===== src/rtl/exe_pkg.sv =====
// exe_pkg: opcodes, status width and arbiter FSM states shared by the exe_unit_arb slice
package exe_pkg;
    localparam logic [1:0] OP_SUB = 2'b00;
    localparam logic [1:0] OP_CMP = 2'b01;
    localparam logic [1:0] OP_SHF = 2'b10;
    localparam logic [1:0] OP_BIT = 2'b11;
    localparam int STATUS_W = 4;
    localparam int CNT_W = 3;
    typedef enum logic [1:0] {IDLE, WAIT, RESP} state_t;
endpackage


===== src/rtl/rr_arb2.sv =====
// rr_arb2: two-way round-robin select; the pointer names the requester favoured on contention
module rr_arb2 (
    input  logic       clk_i,
    input  logic       rst_i,
    input  logic [1:0] req_i,
    input  logic       en_i,
    output logic [1:0] gnt_o
);
    logic ptr_q, ptr_d;
    always_comb begin
        gnt_o = !en_i ? 2'b00 : &req_i ? (ptr_q ? 2'b10 : 2'b01) : req_i;
        ptr_d = |gnt_o ? gnt_o[0] : ptr_q;
    end
    always_ff @(posedge clk_i) ptr_q <= rst_i ? 1'b0 : ptr_d;
endmodule


===== src/rtl/exe_unit_arb.sv =====
// exe_unit_arb: round-robin front end sharing one exe_unit_w6 between two requesters, one op in flight
module exe_unit_arb import exe_pkg::*; #(
    parameter int BITS    = 8,
    parameter int EXE_LAT = 1
) (
    input  logic                i_clk,
    input  logic                i_rst,
    input  logic                i_req0_valid,
    output logic                o_req0_ready,
    input  logic [BITS-1:0]     i_req0_a,
    input  logic [BITS-1:0]     i_req0_b,
    input  logic [1:0]          i_req0_op,
    input  logic                i_req1_valid,
    output logic                o_req1_ready,
    input  logic [BITS-1:0]     i_req1_a,
    input  logic [BITS-1:0]     i_req1_b,
    input  logic [1:0]          i_req1_op,
    output logic                o_rsp0_valid,
    output logic                o_rsp1_valid,
    input  logic                i_rsp0_ready,
    input  logic                i_rsp1_ready,
    output logic [BITS-1:0]     o_rsp_out,
    output logic [STATUS_W-1:0] o_rsp_status,
    output logic [BITS-1:0]     o_exe_a,
    output logic [BITS-1:0]     o_exe_b,
    output logic [1:0]          o_exe_op,
    input  logic [BITS-1:0]     i_exe_out,
    input  logic [STATUS_W-1:0] i_exe_status,
    output logic                o_busy
);
    state_t              state_q, state_d;
    logic [CNT_W-1:0]    cnt_q, cnt_d;
    logic                gid_q, gid_d;
    logic [1:0]          gnt;
    logic [BITS-1:0]     a_q, a_d, b_q, b_d, out_q, out_d;
    logic [1:0]          op_q, op_d;
    logic [STATUS_W-1:0] st_q, st_d;

    rr_arb2 u_rr (
        .clk_i (i_clk),
        .rst_i (i_rst),
        .req_i ({i_req1_valid, i_req0_valid}),
        .en_i  (state_q == IDLE && !i_rst),
        .gnt_o (gnt)
    );

    always_comb begin
        state_d = state_q;
        cnt_d = cnt_q;
        gid_d = gid_q;
        a_d = a_q;
        b_d = b_q;
        op_d = op_q;
        out_d = out_q;
        st_d = st_q;
        unique case (state_q)
            IDLE: if (|gnt) begin
                gid_d = gnt[1];
                a_d = gnt[1] ? i_req1_a : i_req0_a;
                b_d = gnt[1] ? i_req1_b : i_req0_b;
                op_d = gnt[1] ? i_req1_op : i_req0_op;
                cnt_d = CNT_W'(EXE_LAT);
                state_d = WAIT;
            end
            // counter runs EXE_LAT..0 so WAIT spans EXE_LAT+1 cycles
            WAIT: if (cnt_q == '0) begin
                out_d = i_exe_out;
                st_d = i_exe_status;
                state_d = RESP;
            end else begin
                cnt_d = cnt_q - CNT_W'(1);
            end
            RESP: if (gid_q ? i_rsp1_ready : i_rsp0_ready) state_d = IDLE;
            default: state_d = IDLE;
        endcase
    end

    always_ff @(posedge i_clk) begin
        if (i_rst) begin
            state_q <= IDLE;
            cnt_q <= '0;
            gid_q <= 1'b0;
            a_q <= '0;
            b_q <= '0;
            op_q <= '0;
            out_q <= '0;
            st_q <= '0;
        end else begin
            state_q <= state_d;
            cnt_q <= cnt_d;
            gid_q <= gid_d;
            a_q <= a_d;
            b_q <= b_d;
            op_q <= op_d;
            out_q <= out_d;
            st_q <= st_d;
        end
    end

    assign o_req0_ready = gnt[0];
    assign o_req1_ready = gnt[1];
    assign o_rsp0_valid = state_q == RESP && !gid_q;
    assign o_rsp1_valid = state_q == RESP && gid_q;
    assign o_rsp_out = out_q;
    assign o_rsp_status = st_q;
    assign o_exe_a = a_q;
    assign o_exe_b = b_q;
    assign o_exe_op = op_q;
    assign o_busy = state_q != IDLE;
endmodule


===== config.mk =====
export PLATFORM = sky130hd
export DESIGN_NAME = exe_unit_arb
export DESIGN_NICKNAME = d
export VERILOG_FILES = /design/src/rtl/exe_pkg.sv /design/src/rtl/rr_arb2.sv /design/src/rtl/exe_unit_arb.sv
export SDC_FILE = /design/constraint.sdc
export NUM_CORES = 1
export LEC_CHECK = 0
export ABC_CLOCK_PERIOD_IN_PS = 2600
export BUFFER_PORTS_ARGS = -buffer_cell sky130_fd_sc_hd__buf_2
export CAP_MARGIN = 20
export CORE_ASPECT_RATIO = 1.25
export CORE_MARGIN = 2
export CORE_UTILIZATION = 45
export CTS_CLUSTER_SIZE = 28
export DETAILED_ROUTE_END_ITERATION = 10
export MAX_ROUTING_LAYER = met4
export PLACE_DENSITY_LB_ADDON = 0.2
export SLEW_MARGIN = 5
export SYNTH_ARGS = -nofsm -noshare
export SYNTH_HDL_FRONTEND = slang
export SYNTH_SLANG_ARGS = --single-unit

===== constraint.sdc =====
create_clock -name i_clk -period 2.6 [get_ports i_clk]
set_input_delay 0.52 -clock i_clk [delete_from_list [all_inputs] [get_ports i_clk]]
set_output_delay 0.52 -clock i_clk [all_outputs]
set_load 0.02 [all_outputs]

---- Yosys cells after proc, flatten, opt, wreduce, memory -nomap -nowiden ----
Cells that the tools add are included.
storage, ports and cells
  bits in read-only memories .............. 0
  memories ................................ 0
  output and inout port bits .............. 35
  register bits ........................... 37
  input port bits ......................... 54
  latch bits .............................. 0
  RAM bits ................................ 0
  word-level logic and storage cells ...... 45
operators by class
  divide/modulo/power cells ............... 0
  $mul .................................... 0
  add/subtract/negate cells ............... 1
  reduce and logical (&&, ||, !) cells .... 15
  order comparisons ....................... 0
  equality and inequality tests ........... 6
  shifts and indexed selects .............. 0
  bitwise gates (word level) .............. 0
  muxes and demuxes ....................... 14
operator list
  cell                   number
  $mux W8                2
  $mux W2                7
  $mux W3                2
  $ne A2 B2 Y1 const B   3
  $pmux W2 S3            1
  $pmux W3 S2            1
  $reduce_and A2 Y1      3
  $reduce_and A3 Y1      2
  $reduce_bool A2 Y1     2
  $logic_and A1 B1 Y1    3
  $logic_not A3 Y1       1
  $sub A3 B1 Y3 const B  1
  $eq A2 B1 Y1 const B   1
  $eq A2 B2 Y1 const B   1
  $logic_not A1 Y1       2
  $logic_not A2 Y1       1
  $ne A2 B1 Y1 const B   1
  $reduce_or A2 Y1       1
  $mux W1                1

---- Longest topological paths before layout ----
Gate-level depths: netlist (run 1).
  depth in word-level cells ............... 6
  gate-level depth with buffers ........... 6
  mapped depth without buffers ............ 5

---- Hierarchy ----
Synthesis (run 1) repeated with hierarchy kept, for this count alone.
unflattened totals
  cell total of the unflattened synthesis .. 182
  area, all modules ....................... 1,690.4 µm²
modules (own cells, without submodules)
  module        area an instance (µm²)  seq. area each (µm²)  cells an instance  times used
  exe_unit_arb  1,635.3                 720.7                 174                1
  rr_arb2       55.1                    20.0                  8                  1

---- Worst setup path before layout (run 1) ----
OpenSTA, ideal clock, no wires.
  path type ............................... input -> output
  start ................................... in i_rst
  end ..................................... out o_req1_ready
  path slack .............................. 518 ps
  path buffers ............................ 2
  data required time ...................... 2,080 ps
  cell stages on the path ................. 5
  arrival time ............................ 1,562 ps
  cell sequence ........................... or3_4 -> buf_6 -> or3_4 -> buf_6 -> inv_2
between the ends
  word-level cells in the longest chain between the ends .. 3
ends and longest elaborated chain
  element              RTL line            text
  from (decl)          exe_unit_arb.sv:7   input logic i_rst,
  $logic_not A1 Y1     exe_unit_arb.sv:43  .en_i (state_q == IDLE && !i_rst),
  $logic_and A1 B1 Y1  exe_unit_arb.sv:43
  $mux W2              rr_arb2.sv:11       gnt_o = !en_i ? 2'b00 : &req_i ? (ptr_q ? 2'b10 : 2'b01) : req_i;
  to (decl)            exe_unit_arb.sv:14  output logic o_req1_ready,
Every way passes these cells.

---- Final worst setup path (run 1) ----
  start ................................... reg state_q[1]
  end ..................................... out o_req1_ready
between the ends
  word-level cells in the longest chain between the ends .. 3
ends and longest elaborated chain
  element                 RTL line            text
  from (decl)             exe_unit_arb.sv:31  state_t state_q, state_d;
  from (signal assigned)  exe_unit_arb.sv:89  state_q <= state_d;
  $logic_not A2 Y1        exe_unit_arb.sv:43
  $logic_and A1 B1 Y1     exe_unit_arb.sv:43
  $mux W2                 rr_arb2.sv:11
Every way passes these cells.

==> results of run 1 <==
## tightest hold or removal path, cell delays in order (launching register included)
cell,delay [ps]
dfxtp_1,310
nand2_1,50
a21oi_1,50
## layer usage
metal / vias up / wire length (um) / track usage [%]
li1: 943 / - / -
met1: 888 / 1950 / 26.2
met2: 90 / 2390 / 37.1
met3: 11 / 307 / 3.17
met4: 0 / 93 / 10.4
met5: - / 0 / -
## cells in the final DEF (no fill, tap or decap), types with 2 or more instances in the layout
cell | netlist | routed
nand2_1 | 24 | 24
or3_1 | 2 | 2
a21oi_1 | 16 | 16
ha_1 | 2 | 2
a311oi_1 | 19 | 19
clkinv_2 | 0 | 2
buf_2 | 0 | 88
nand3_1 | 19 | 19
nor2_1 | 3 | 3
nor4_1 | 18 | 18
inv_1 | 5 | 5
o21ai_0 | 19 | 19
clkbuf_8 | 0 | 5
or3_4 | 2 | 2
buf_4 | 0 | 7
dfxtp_1 | 37 | 37
nor2b_1 | 2 | 2
## worst paths after layout
check | startpoint | slack, ps | cells after the start | endpoint
setup / recovery | state_q[1] | 230 | 4 | o_req1_ready
setup reg to reg | state_q[1] | 870 | 3 | o_exe_a[3]
hold / removal | o_rsp_status[1] | 450 | 2 | o_rsp_status[1]
hold reg to reg | o_rsp_status[1] | 450 | 2 | o_rsp_status[1]
## per-stage QoR
step	hold slack (ps)	worst slack (ps)	cell area (um^2)	power, mW	util [%]
after floorplan	453	518	1740	0.869	-
after CTS	454	243	2260	1.38	60.2
final	452	233	2260	1.37	60.2
after detailed placement	444	405	2170	0.986	57.9
after global placement	440	394	2170	0.986	57.9
after global routing	472	156	2260	1.44	60.2
## cells by family (layout without fill, tap and decap cells)
logic type,after synthesis,in the layout,share of synthesized area (%)
AOI/OAI and AO/OA,61,61,23.0
adders and majority gates,2,2,1.44
buffers and inverters,29,109,7.97
DFF,37,37,42.5
muxes,1,1,0.575
and+or+nand+nor,79,79,24.5
## final cells by class
type / instances / area [um^2] / share of cell area, %
flip-flops and latches: 37 / 741 / 32.8
repair buffers: 95 / 493 / 21.8
well taps: 40 / 50.0 / 2.21
clock buffers: 5 / 68.8 / 3.04
clock inverters: 3 / 17.5 / 0.775
inverters: 6 / 22.5 / 0.996
multi-input cells: 143 / 868 / 38.4
## sequential cells by signal, summed over array words and instances (netlist names)
name          flops
u_rr.ptr_q        1
gid_q             1
cnt_q             3
o_rsp_status      4
o_rsp_out         8
o_exe_b           8
o_exe_op          2
o_exe_a           8
state_q           2
## where the power goes
group,total [mW],switching (mW),internal [mW]
combinational,0.335,0.208,0.127
clock,0.390,0.205,0.185
sequential,0.642,0.0284,0.613
total,1.37,0.441,0.925
==> run_summary.xml, run 1 <==
<?xml version="1.0" encoding="UTF-8"?>
<metrics>
  <group name="die">
    <metric name="fp.dieH" unit="um">73.6</metric>
    <metric name="fp.dieArea" unit="um^2">4390</metric>
    <metric name="die_w" unit="um">59.6</metric>
    <metric name="floorplan.core_area" unit="um^2">3750</metric>
    <metric name="start_util" unit="%">46.4</metric>
    <metric name="row_count" unit="">25</metric>
    <metric name="io-pin-count" unit="">89</metric>
  </group>
  <group name="yosys">
    <metric name="synthDominantAreaCellType" unit="">dfxtp_1</metric>
    <metric name="netlist_area_pre_place" unit="um^2">1740</metric>
    <metric name="synth_cell_type_count" unit="">34</metric>
    <metric name="synth_seq_cells" unit="">37</metric>
    <metric name="synth.top_cells.by_count" unit="">dfxtp_1, nand2_1, a311oi_1, nand3_1, o21ai_0</metric>
    <metric name="post-synth-top-area-fraction" unit="%">42.5</metric>
    <metric name="postSynthNetCount" unit="">265</metric>
    <metric name="syn_inst" unit="">209</metric>
    <metric name="synth_ff_type" unit="">dfxtp_1</metric>
    <metric name="synth_area_per_cell" unit="um^2">8.33</metric>
    <metric name="synth_top_cells_by_area" unit="">dfxtp_1, a311oi_1, nor4_1</metric>
    <metric name="yosys.cell_count.top_type" unit="">dfxtp_1</metric>
    <metric name="ys_seq_area_share" unit="%">42.5</metric>
    <metric name="yosys_warnings" unit="">0</metric>
    <metric name="synth_enable_flop_cells" unit="">0</metric>
    <metric name="asyncSetResetFlopFracSynth" unit="%">0</metric>
  </group>
  <group name="routing">
    <metric name="final_antenna_net_count" unit="">0</metric>
    <metric name="drtIter0Drc" unit="">124</metric>
    <metric name="firstDrtPassIters" unit="">4</metric>
    <metric name="via_count" unit="">1932</metric>
    <metric name="drc_errors" unit="">0</metric>
    <metric name="routed_wire_length_per_instance" unit="um">14.4</metric>
    <metric name="avgViaCountPerCell" unit="">5.87</metric>
    <metric name="routed_wirelength" unit="um">4740</metric>
  </group>
  <group name="placement">
    <metric name="dpl.hpwl" unit="um">3080</metric>
    <metric name="place.detailed.instances" unit="">321</metric>
    <metric name="globalplace.congestion" unit="">0.805</metric>
    <metric name="buffer_ports.inserted" unit="">88</metric>
  </group>
  <group name="cells_and_area">
    <metric name="nNetsFinal" unit="">344</metric>
    <metric name="drive_above_1_share" unit="%">38.1</metric>
    <metric name="filler_cell_count" unit="">350</metric>
    <metric name="synthesis_to_finish_area_growth" unit="%">29.8</metric>
    <metric name="layout.cells.non_filler" unit="">329</metric>
    <metric name="insertedDiodeCount" unit="">0</metric>
  </group>
  <group name="timing">
    <metric name="period_needed" unit="ps">2370</metric>
    <metric name="fin_worst_skew" unit="ps">5.83</metric>
    <metric name="report.final.hold_viol_count" unit="">0</metric>
    <metric name="rsz_0062_raised_after_global_routing" unit="">no</metric>
    <metric name="timing_worst_slew_pin_value" unit="ps">428</metric>
    <metric name="fin_tns_setup" unit="ps">0</metric>
    <metric name="maxClockFrequency" unit="MHz">423</metric>
    <metric name="finalSetupViolCount" unit="">0</metric>
    <metric name="final_slew_violations" unit="">0</metric>
    <metric name="slew_headroom" unit="%">71.5</metric>
    <metric name="layout_worst_path_cycle_share" unit="%">91.0</metric>
  </group>
  <group name="status">
    <metric name="outcome" unit="">complete, no violations</metric>
  </group>
  <group name="setup_path">
    <metric name="crit_buf_inv" unit="">2</metric>
    <metric name="critPathTopFamily" unit="">simple AND/OR/NAND/NOR gates</metric>
    <metric name="crit_path_max_fanout" unit="">20</metric>
    <metric name="critical_path_required" unit="ps">2080</metric>
    <metric name="timing.setup.critical_path_class" unit="">register to output pin</metric>
    <metric name="kind_of_end_point_of_the_critical_path" unit="">output pin</metric>
    <metric name="critPathSlowestCell" unit="">or3_4</metric>
    <metric name="cpMostUsedCell" unit="">or3_4</metric>
    <metric name="worst-endpoint-arrival" unit="ps">1850</metric>
    <metric name="critPathLaunchType" unit="">register</metric>
    <metric name="worst_path_largest_cell_delay" unit="ps">500</metric>
    <metric name="critical_path.cell_chain" unit="">or3_4 -&gt; or3_4 -&gt; inv_2 -&gt; buf_2</metric>
  </group>
  <group name="power_and_ir_drop">
    <metric name="peakVddDrop" unit="mV">0.353</metric>
    <metric name="power_density" unit="nW/um^2">604</metric>
    <metric name="power_leakage" unit="nW">0.966</metric>
  </group>
  <group name="min_path">
    <metric name="min_path_type" unit="">register to register</metric>
  </group>
  <group name="clock_tree">
    <metric name="worst_skew_pair.late_latency" unit="ps">280</metric>
    <metric name="worst_setup_hold_path_clk_slew" unit="ps">80</metric>
    <metric name="cts_root_buf" unit="">clkbuf_8</metric>
    <metric name="cts_hold_repair.buffers" unit="">0</metric>
    <metric name="tritoncts_num_sinks" unit="">37</metric>
    <metric name="cts.repair.resized" unit="">0</metric>
    <metric name="cts_tree" unit="">done</metric>
    <metric name="cts_max_level" unit="">2</metric>
    <metric name="cts_setup_buffers" unit="">0</metric>
    <metric name="max-clock-path-buffers" unit="">2</metric>
    <metric name="cts-buffers-inserted" unit="">5</metric>
  </group>
  <group name="global_routing">
    <metric name="grt_first_pass_wirelength" unit="um">7450</metric>
    <metric name="gr-usage-all-layers" unit="%">22.3</metric>
    <metric name="grt_antenna_before_repair" unit="">0</metric>
    <metric name="first_global_vias" unit="">1734</metric>
    <metric name="grt.overflow.total" unit="">0</metric>
    <metric name="grt_start_max_net_pins" unit="">43</metric>
  </group>
  <group name="job">
    <metric name="drv_cap" unit="">0</metric>
  </group>
</metrics>
(Power assumes the default switching activity.)
==> run 2: changes to the inputs <==
--- a/config.mk
+++ b/config.mk
@@ -8,13 +8,14 @@
 export ABC_CLOCK_PERIOD_IN_PS = 2600
 export BUFFER_PORTS_ARGS = -buffer_cell sky130_fd_sc_hd__buf_2
 export CAP_MARGIN = 20
-export CORE_ASPECT_RATIO = 1.25
+export CORE_ASPECT_RATIO = 0.7
 export CORE_MARGIN = 2
 export CORE_UTILIZATION = 45
 export CTS_CLUSTER_SIZE = 28
 export DETAILED_ROUTE_END_ITERATION = 10
 export MAX_ROUTING_LAYER = met4
 export PLACE_DENSITY_LB_ADDON = 0.2
+export SKIP_CTS_REPAIR_TIMING = 1
 export SLEW_MARGIN = 5
 export SYNTH_ARGS = -nofsm -noshare
 export SYNTH_HDL_FRONTEND = slang
==> run_summary.xml, run 2 (synthesis results as in run 1) <==
<?xml version="1.0" encoding="UTF-8"?>
<metrics>
  <group name="global_routing">
    <metric name="gr-usage-all-layers" unit="%">22.7</metric>
    <metric name="first_global_vias" unit="">1740</metric>
    <metric name="grt_start_max_net_pins" unit="">43</metric>
    <metric name="global_route.usage.met3" unit="%">4.06</metric>
    <metric name="global_route.usage.met1" unit="%">30.6</metric>
    <metric name="grt_first_pass_wirelength" unit="um">7820</metric>
    <metric name="gr-usage-met2" unit="%">33.5</metric>
    <metric name="grt.overflow.total" unit="">0</metric>
    <metric name="grt_antenna_before_repair" unit="">0</metric>
    <metric name="grt_peak_use_layer" unit="">met2</metric>
  </group>
  <group name="placement">
    <metric name="post_dp_cell_area" unit="um^2">2190</metric>
    <metric name="globalplace.congestion" unit="">0.816</metric>
    <metric name="buffer_ports.inserted" unit="">88</metric>
    <metric name="place_ws" unit="ps">398</metric>
    <metric name="dpl.hpwl" unit="um">3260</metric>
    <metric name="place.detailed.instances" unit="">332</metric>
  </group>
  <group name="routing">
    <metric name="drc_errors" unit="">0</metric>
    <metric name="avgViaCountPerCell" unit="">5.52</metric>
    <metric name="routed_wire_length_per_instance" unit="um">14.0</metric>
    <metric name="via_count" unit="">1878</metric>
    <metric name="routed_wirelength" unit="um">4770</metric>
    <metric name="firstDrtPassIters" unit="">4</metric>
    <metric name="final_antenna_net_count" unit="">0</metric>
    <metric name="drtIter0Drc" unit="">126</metric>
  </group>
  <group name="clock_tree">
    <metric name="worst_setup_hold_path_clk_slew" unit="ps">70</metric>
    <metric name="tritoncts_num_sinks" unit="">37</metric>
    <metric name="cts_max_level" unit="">2</metric>
    <metric name="cts_root_buf" unit="">clkbuf_8</metric>
    <metric name="worst_skew_pair.late_latency" unit="ps">290</metric>
    <metric name="max-clock-path-buffers" unit="">2</metric>
    <metric name="cts_tree" unit="">done</metric>
    <metric name="cts-buffers-inserted" unit="">5</metric>
  </group>
  <group name="cells_and_area">
    <metric name="layout.cells.most_common_list" unit="">buf_2, dfxtp_1, nand2_1</metric>
    <metric name="finish.instance_area" unit="um^2">2280</metric>
    <metric name="most_frequent_standard_cell_in_the_layout_excluding_fill_and_tap_cells" unit="">buf_2</metric>
    <metric name="layout.cells.non_filler" unit="">340</metric>
    <metric name="insertedDiodeCount" unit="">0</metric>
    <metric name="nNetsFinal" unit="">345</metric>
    <metric name="synthesis_to_finish_area_growth" unit="%">30.7</metric>
    <metric name="drive_above_1_share" unit="%">37.6</metric>
    <metric name="final_core_utilization" unit="%">62.8</metric>
  </group>
  <group name="power_and_ir_drop">
    <metric name="peakVddDrop" unit="mV">0.314</metric>
    <metric name="power_leakage" unit="nW">0.964</metric>
    <metric name="total_power" unit="mW">1.37</metric>
    <metric name="power_density" unit="nW/um^2">602</metric>
  </group>
  <group name="setup_path">
    <metric name="reg2regPathDepth" unit="">5</metric>
    <metric name="worst_r2r_startpoint" unit="">cnt_q[0]</metric>
    <metric name="kind_of_end_point_of_the_critical_path" unit="">output pin</metric>
    <metric name="cp-startpoint" unit="">state_q[0]</metric>
    <metric name="critPathLaunchType" unit="">register</metric>
    <metric name="critical_path.cell_chain" unit="">or3_4 -&gt; or3_4 -&gt; inv_2 -&gt; buf_2</metric>
    <metric name="worst-endpoint-arrival" unit="ps">1830</metric>
    <metric name="cpMostUsedCell" unit="">or3_4</metric>
    <metric name="crit_path_max_fanout" unit="">20</metric>
    <metric name="timing.setup.critical_path_class" unit="">register to output pin</metric>
    <metric name="setup.reg_to_reg.worst_slack" unit="ps">920</metric>
    <metric name="critical_path_required" unit="ps">2080</metric>
    <metric name="worst_path_largest_cell_delay" unit="ps">500</metric>
    <metric name="critical_path.reg2reg.endpoint" unit="">o_rsp_status[2]</metric>
    <metric name="critPathSlowestCell" unit="">or3_4</metric>
  </group>
  <group name="timing">
    <metric name="report.final.hold_viol_count" unit="">0</metric>
    <metric name="final_slew_violations" unit="">0</metric>
    <metric name="rsz_0062_raised_after_global_routing" unit="">no</metric>
    <metric name="layout_worst_path_cycle_share" unit="%">90.5</metric>
    <metric name="fin_worst_skew" unit="ps">8.76</metric>
    <metric name="maxClockFrequency" unit="MHz">425</metric>
    <metric name="timing_worst_slew_pin_value" unit="ps">416</metric>
    <metric name="hold_slack" unit="ps">454</metric>
    <metric name="period_needed" unit="ps">2350</metric>
    <metric name="timing.final.ws_setup" unit="ps">248</metric>
    <metric name="fin_tns_setup" unit="ps">0</metric>
    <metric name="slew_headroom" unit="%">72.3</metric>
    <metric name="finalSetupViolCount" unit="">0</metric>
  </group>
  <group name="die">
    <metric name="floorplan.core_area" unit="um^2">3630</metric>
    <metric name="io-pin-count" unit="">89</metric>
    <metric name="fp.dieArea" unit="um^2">4390</metric>
    <metric name="fp.dieH" unit="um">56.1</metric>
    <metric name="start_util" unit="%">48.0</metric>
    <metric name="die_w" unit="um">78.4</metric>
    <metric name="row_count" unit="">18</metric>
  </group>
  <group name="min_path">
    <metric name="min_path_type" unit="">register to register</metric>
    <metric name="hold_path_startpoint" unit="">o_rsp_out[4]</metric>
    <metric name="whs_endpoint" unit="">o_rsp_out[4]</metric>
    <metric name="holdPathStages" unit="">2</metric>
  </group>
  <group name="job">
    <metric name="drv_cap" unit="">0</metric>
  </group>
  <group name="status">
    <metric name="outcome" unit="">complete, no violations</metric>
  </group>
</metrics>
==> run 2: how the worst max path moves through the flow <==
| stage | depth (start not counted) | to | slack (ps) |
|---|---|---|---|
| after floorplan | 5 | o_req1_ready | 520 |
| after global placement | 5 | o_req1_ready | 410 |
| after detailed placement | 5 | o_req1_ready | 400 |
| after CTS | 4 | o_req1_ready | 250 |
| after global routing | 4 | o_req1_ready | 170 |
| final | 4 | o_req1_ready | 250 |
==> run 2: final cells by class <==
cell class / count / area (um^2)
fillers: 341 / 1350
multi-input cells: 143 / 862
flip-flops and latches: 37 / 741
repair buffers: 96 / 500
clock buffers: 6 / 72.6
well taps: 50 / 62.6
inverters: 6 / 22.5
clock inverters: 2 / 15.0
==> run 2: layer usage <==
metal | share of wire, % | up-vias
li1 | - | 937
met2 | 45 | 85
met3 | 7.0 | 9
met4 | 1.6 | 0
met1 | 47 | 847
met5 | 0 | -
==> run 2: where the power goes <==
part	total [mW]	internal, mW	switching [mW]	leakage [nW]
sequential	0.641	0.613	0.0276	0.303
clock	0.393	0.189	0.204	0.0374
combinational	0.336	0.128	0.208	0.623
total	1.37	0.930	0.440	0.964
==> run 2: worst max-delay path: cells and delay by family (launching register included) <==
family	cells	cell delay, ps
buf+inv	2	220
flops	1	400
simple gates	2	920
==> run 3: changes to the inputs <==
--- a/config.mk
+++ b/config.mk
@@ -6,13 +6,13 @@
 export NUM_CORES = 1
 export LEC_CHECK = 0
 export ABC_CLOCK_PERIOD_IN_PS = 2600
-export BUFFER_PORTS_ARGS = -buffer_cell sky130_fd_sc_hd__buf_2
 export CAP_MARGIN = 20
 export CORE_ASPECT_RATIO = 0.7
 export CORE_MARGIN = 2
 export CORE_UTILIZATION = 45
 export CTS_CLUSTER_SIZE = 28
 export DETAILED_ROUTE_END_ITERATION = 10
+export DONT_BUFFER_PORTS = 1
 export MAX_ROUTING_LAYER = met4
 export PLACE_DENSITY_LB_ADDON = 0.2
 export SKIP_CTS_REPAIR_TIMING = 1
==> run_summary.xml, run 3 (synthesis results as in run 1) <==
<?xml version="1.0" encoding="UTF-8"?>
<metrics>
  <group name="setup_path">
    <metric name="critical_path.cell_chain" unit="">or3_4 -&gt; or3_4 -&gt; inv_2</metric>
    <metric name="critPathLaunchType" unit="">register</metric>
    <metric name="worst_r2r_startpoint" unit="">cnt_q[0]</metric>
    <metric name="cpMostUsedCell" unit="">or3_4</metric>
    <metric name="reg2regPathDepth" unit="">5</metric>
    <metric name="critPathSlowestCell" unit="">or3_4</metric>
    <metric name="critical_path_required" unit="ps">2080</metric>
    <metric name="worst-endpoint-arrival" unit="ps">1750</metric>
    <metric name="kind_of_end_point_of_the_critical_path" unit="">output pin</metric>
    <metric name="setup.reg_to_reg.worst_slack" unit="ps">920</metric>
    <metric name="timing.setup.critical_path_class" unit="">register to output pin</metric>
    <metric name="worst_path_largest_cell_delay" unit="ps">500</metric>
    <metric name="critical_path.reg2reg.endpoint" unit="">o_rsp_out[2]</metric>
    <metric name="crit_path_max_fanout" unit="">20</metric>
  </group>
  <group name="global_routing">
    <metric name="grt_antenna_before_repair" unit="">0</metric>
    <metric name="grt_start_max_net_pins" unit="">43</metric>
    <metric name="grt.overflow.total" unit="">0</metric>
    <metric name="gr-usage-all-layers" unit="%">22.1</metric>
    <metric name="grt_first_pass_wirelength" unit="um">7320</metric>
    <metric name="first_global_vias" unit="">1558</metric>
  </group>
  <group name="power_and_ir_drop">
    <metric name="peakVddDrop" unit="mV">0.275</metric>
    <metric name="power_density" unit="nW/um^2">715</metric>
    <metric name="total_power" unit="mW">1.30</metric>
    <metric name="power_leakage" unit="nW">0.568</metric>
  </group>
  <group name="clock_tree">
    <metric name="cts-buffers-inserted" unit="">5</metric>
    <metric name="max-clock-path-buffers" unit="">2</metric>
    <metric name="cts_max_level" unit="">2</metric>
    <metric name="tritoncts_num_sinks" unit="">37</metric>
    <metric name="cts_root_buf" unit="">clkbuf_8</metric>
    <metric name="worst_skew_pair.late_latency" unit="ps">290</metric>
    <metric name="worst_setup_hold_path_clk_slew" unit="ps">80</metric>
    <metric name="cts_tree" unit="">done</metric>
  </group>
  <group name="die">
    <metric name="die_w" unit="um">78.4</metric>
    <metric name="floorplan.core_area" unit="um^2">3630</metric>
    <metric name="fp.dieArea" unit="um^2">4390</metric>
    <metric name="row_count" unit="">18</metric>
    <metric name="fp.dieH" unit="um">56.1</metric>
    <metric name="start_util" unit="%">48.0</metric>
    <metric name="io-pin-count" unit="">89</metric>
  </group>
  <group name="placement">
    <metric name="dpl.hpwl" unit="um">3180</metric>
    <metric name="globalplace.congestion" unit="">0.762</metric>
    <metric name="place_ws" unit="ps">585</metric>
    <metric name="buffer_ports.inserted" unit="">0</metric>
  </group>
  <group name="timing">
    <metric name="timing_worst_slew_pin_value" unit="ps">736</metric>
    <metric name="period_needed" unit="ps">2270</metric>
    <metric name="finalSetupViolCount" unit="">0</metric>
    <metric name="final_slew_violations" unit="">0</metric>
    <metric name="report.final.hold_viol_count" unit="">0</metric>
    <metric name="fin_tns_setup" unit="ps">0</metric>
    <metric name="layout_worst_path_cycle_share" unit="%">87.1</metric>
    <metric name="fin_worst_skew" unit="ps">7.29</metric>
    <metric name="slew_headroom" unit="%">50.8</metric>
    <metric name="rsz_0062_raised_after_global_routing" unit="">no</metric>
    <metric name="timing.final.ws_setup" unit="ps">335</metric>
    <metric name="maxClockFrequency" unit="MHz">441</metric>
  </group>
  <group name="min_path">
    <metric name="hold_path_startpoint" unit="">i_rst</metric>
    <metric name="whs_endpoint" unit="">o_exe_a[2]</metric>
    <metric name="holdPathStages" unit="">1</metric>
    <metric name="min_path_type" unit="">input pin to register</metric>
  </group>
  <group name="routing">
    <metric name="drc_errors" unit="">0</metric>
    <metric name="firstDrtPassIters" unit="">4</metric>
    <metric name="avgViaCountPerCell" unit="">6.24</metric>
    <metric name="final_antenna_net_count" unit="">0</metric>
    <metric name="drtIter0Drc" unit="">116</metric>
    <metric name="via_count" unit="">1560</metric>
    <metric name="routed_wirelength" unit="um">4570</metric>
    <metric name="routed_wire_length_per_instance" unit="um">18.3</metric>
  </group>
  <group name="cells_and_area">
    <metric name="insertedDiodeCount" unit="">0</metric>
    <metric name="nNetsFinal" unit="">255</metric>
    <metric name="synthesis_to_finish_area_growth" unit="%">4.67</metric>
    <metric name="final_core_utilization" unit="%">50.3</metric>
    <metric name="most_frequent_standard_cell_in_the_layout_excluding_fill_and_tap_cells" unit="">dfxtp_1</metric>
    <metric name="drive_above_1_share" unit="%">10.0</metric>
    <metric name="layout.cells.most_common_list" unit="">dfxtp_1, nand2_1, o21ai_0, nand3_1, a311oi_1</metric>
    <metric name="filler_cell_count" unit="">347</metric>
  </group>
  <group name="status">
    <metric name="outcome" unit="">complete, no violations</metric>
  </group>
  <group name="job">
    <metric name="drv_cap" unit="">0</metric>
  </group>
</metrics>
run 3: cell count changes in the layout (fill, tap and decap cells not counted):
| cell | change |
|---|---|
| clkbuf_1 | -1 |
| clkinv_2 | +1 |
| buf_2 | -88 |
| clkinvlp_4 | -1 |
| inv_6 | +1 |
| buf_4 | -2 |
run 3: final cells by class:
| class | count | area (um^2) | share of cell area, % |
|---|---|---|---|
| well taps | 50 | 62.6 | 3.43 |
| clock inverters | 3 | 21.3 | 1.17 |
| clock buffers | 5 | 68.8 | 3.77 |
| multi-input cells | 143 | 862 | 47.3 |
| repair buffers | 6 | 45.0 | 2.47 |
| inverters | 6 | 22.5 | 1.24 |
| flip-flops and latches | 37 | 741 | 40.6 |
run 3: per-layer routing:
layer / global-route usage (%) / wire length (um) / vias to the layer above
met2: 35.2 / 2190 / 79
met1: 24.9 / 1920 / 713
li1: - / - / 760
met4: 10.5 / 65 / 0
met5: - / 0 / -
met3: 7.79 / 396 / 8
run 3: through the flow:
stage	hold WS (ps)	instances	instance area (um^2)
floorplan	453	209	1740
global placement	459	242	1730
detailed placement	483	242	1730
CTS	283	250	1820
global route	268	250	1820
finish	291	250	1820
run 3: worst max path at each step:
stage,from,endpoint,depth (start not counted)
detailed placement,i_rst,o_req1_ready,3
global placement,i_rst,o_req1_ready,3
finish,state_q[1],o_req1_ready,3
floorplan,i_rst,o_req1_ready,5
global route,state_q[1],o_req1_ready,3
CTS,state_q[1],o_req1_ready,3
run 3: power by group:
group / switching, mW / internal, mW
clock network: 0.225 / 0.190
logic: 0.125 / 0.0698
registers: 0.0807 / 0.613
total: 0.430 / 0.873
run 3: worst max-delay path: cells and delay by family, from the launching register on:
kind	cells	cell delay, ps
flops	1	390
simple gates	2	900
buf+inv	1	150
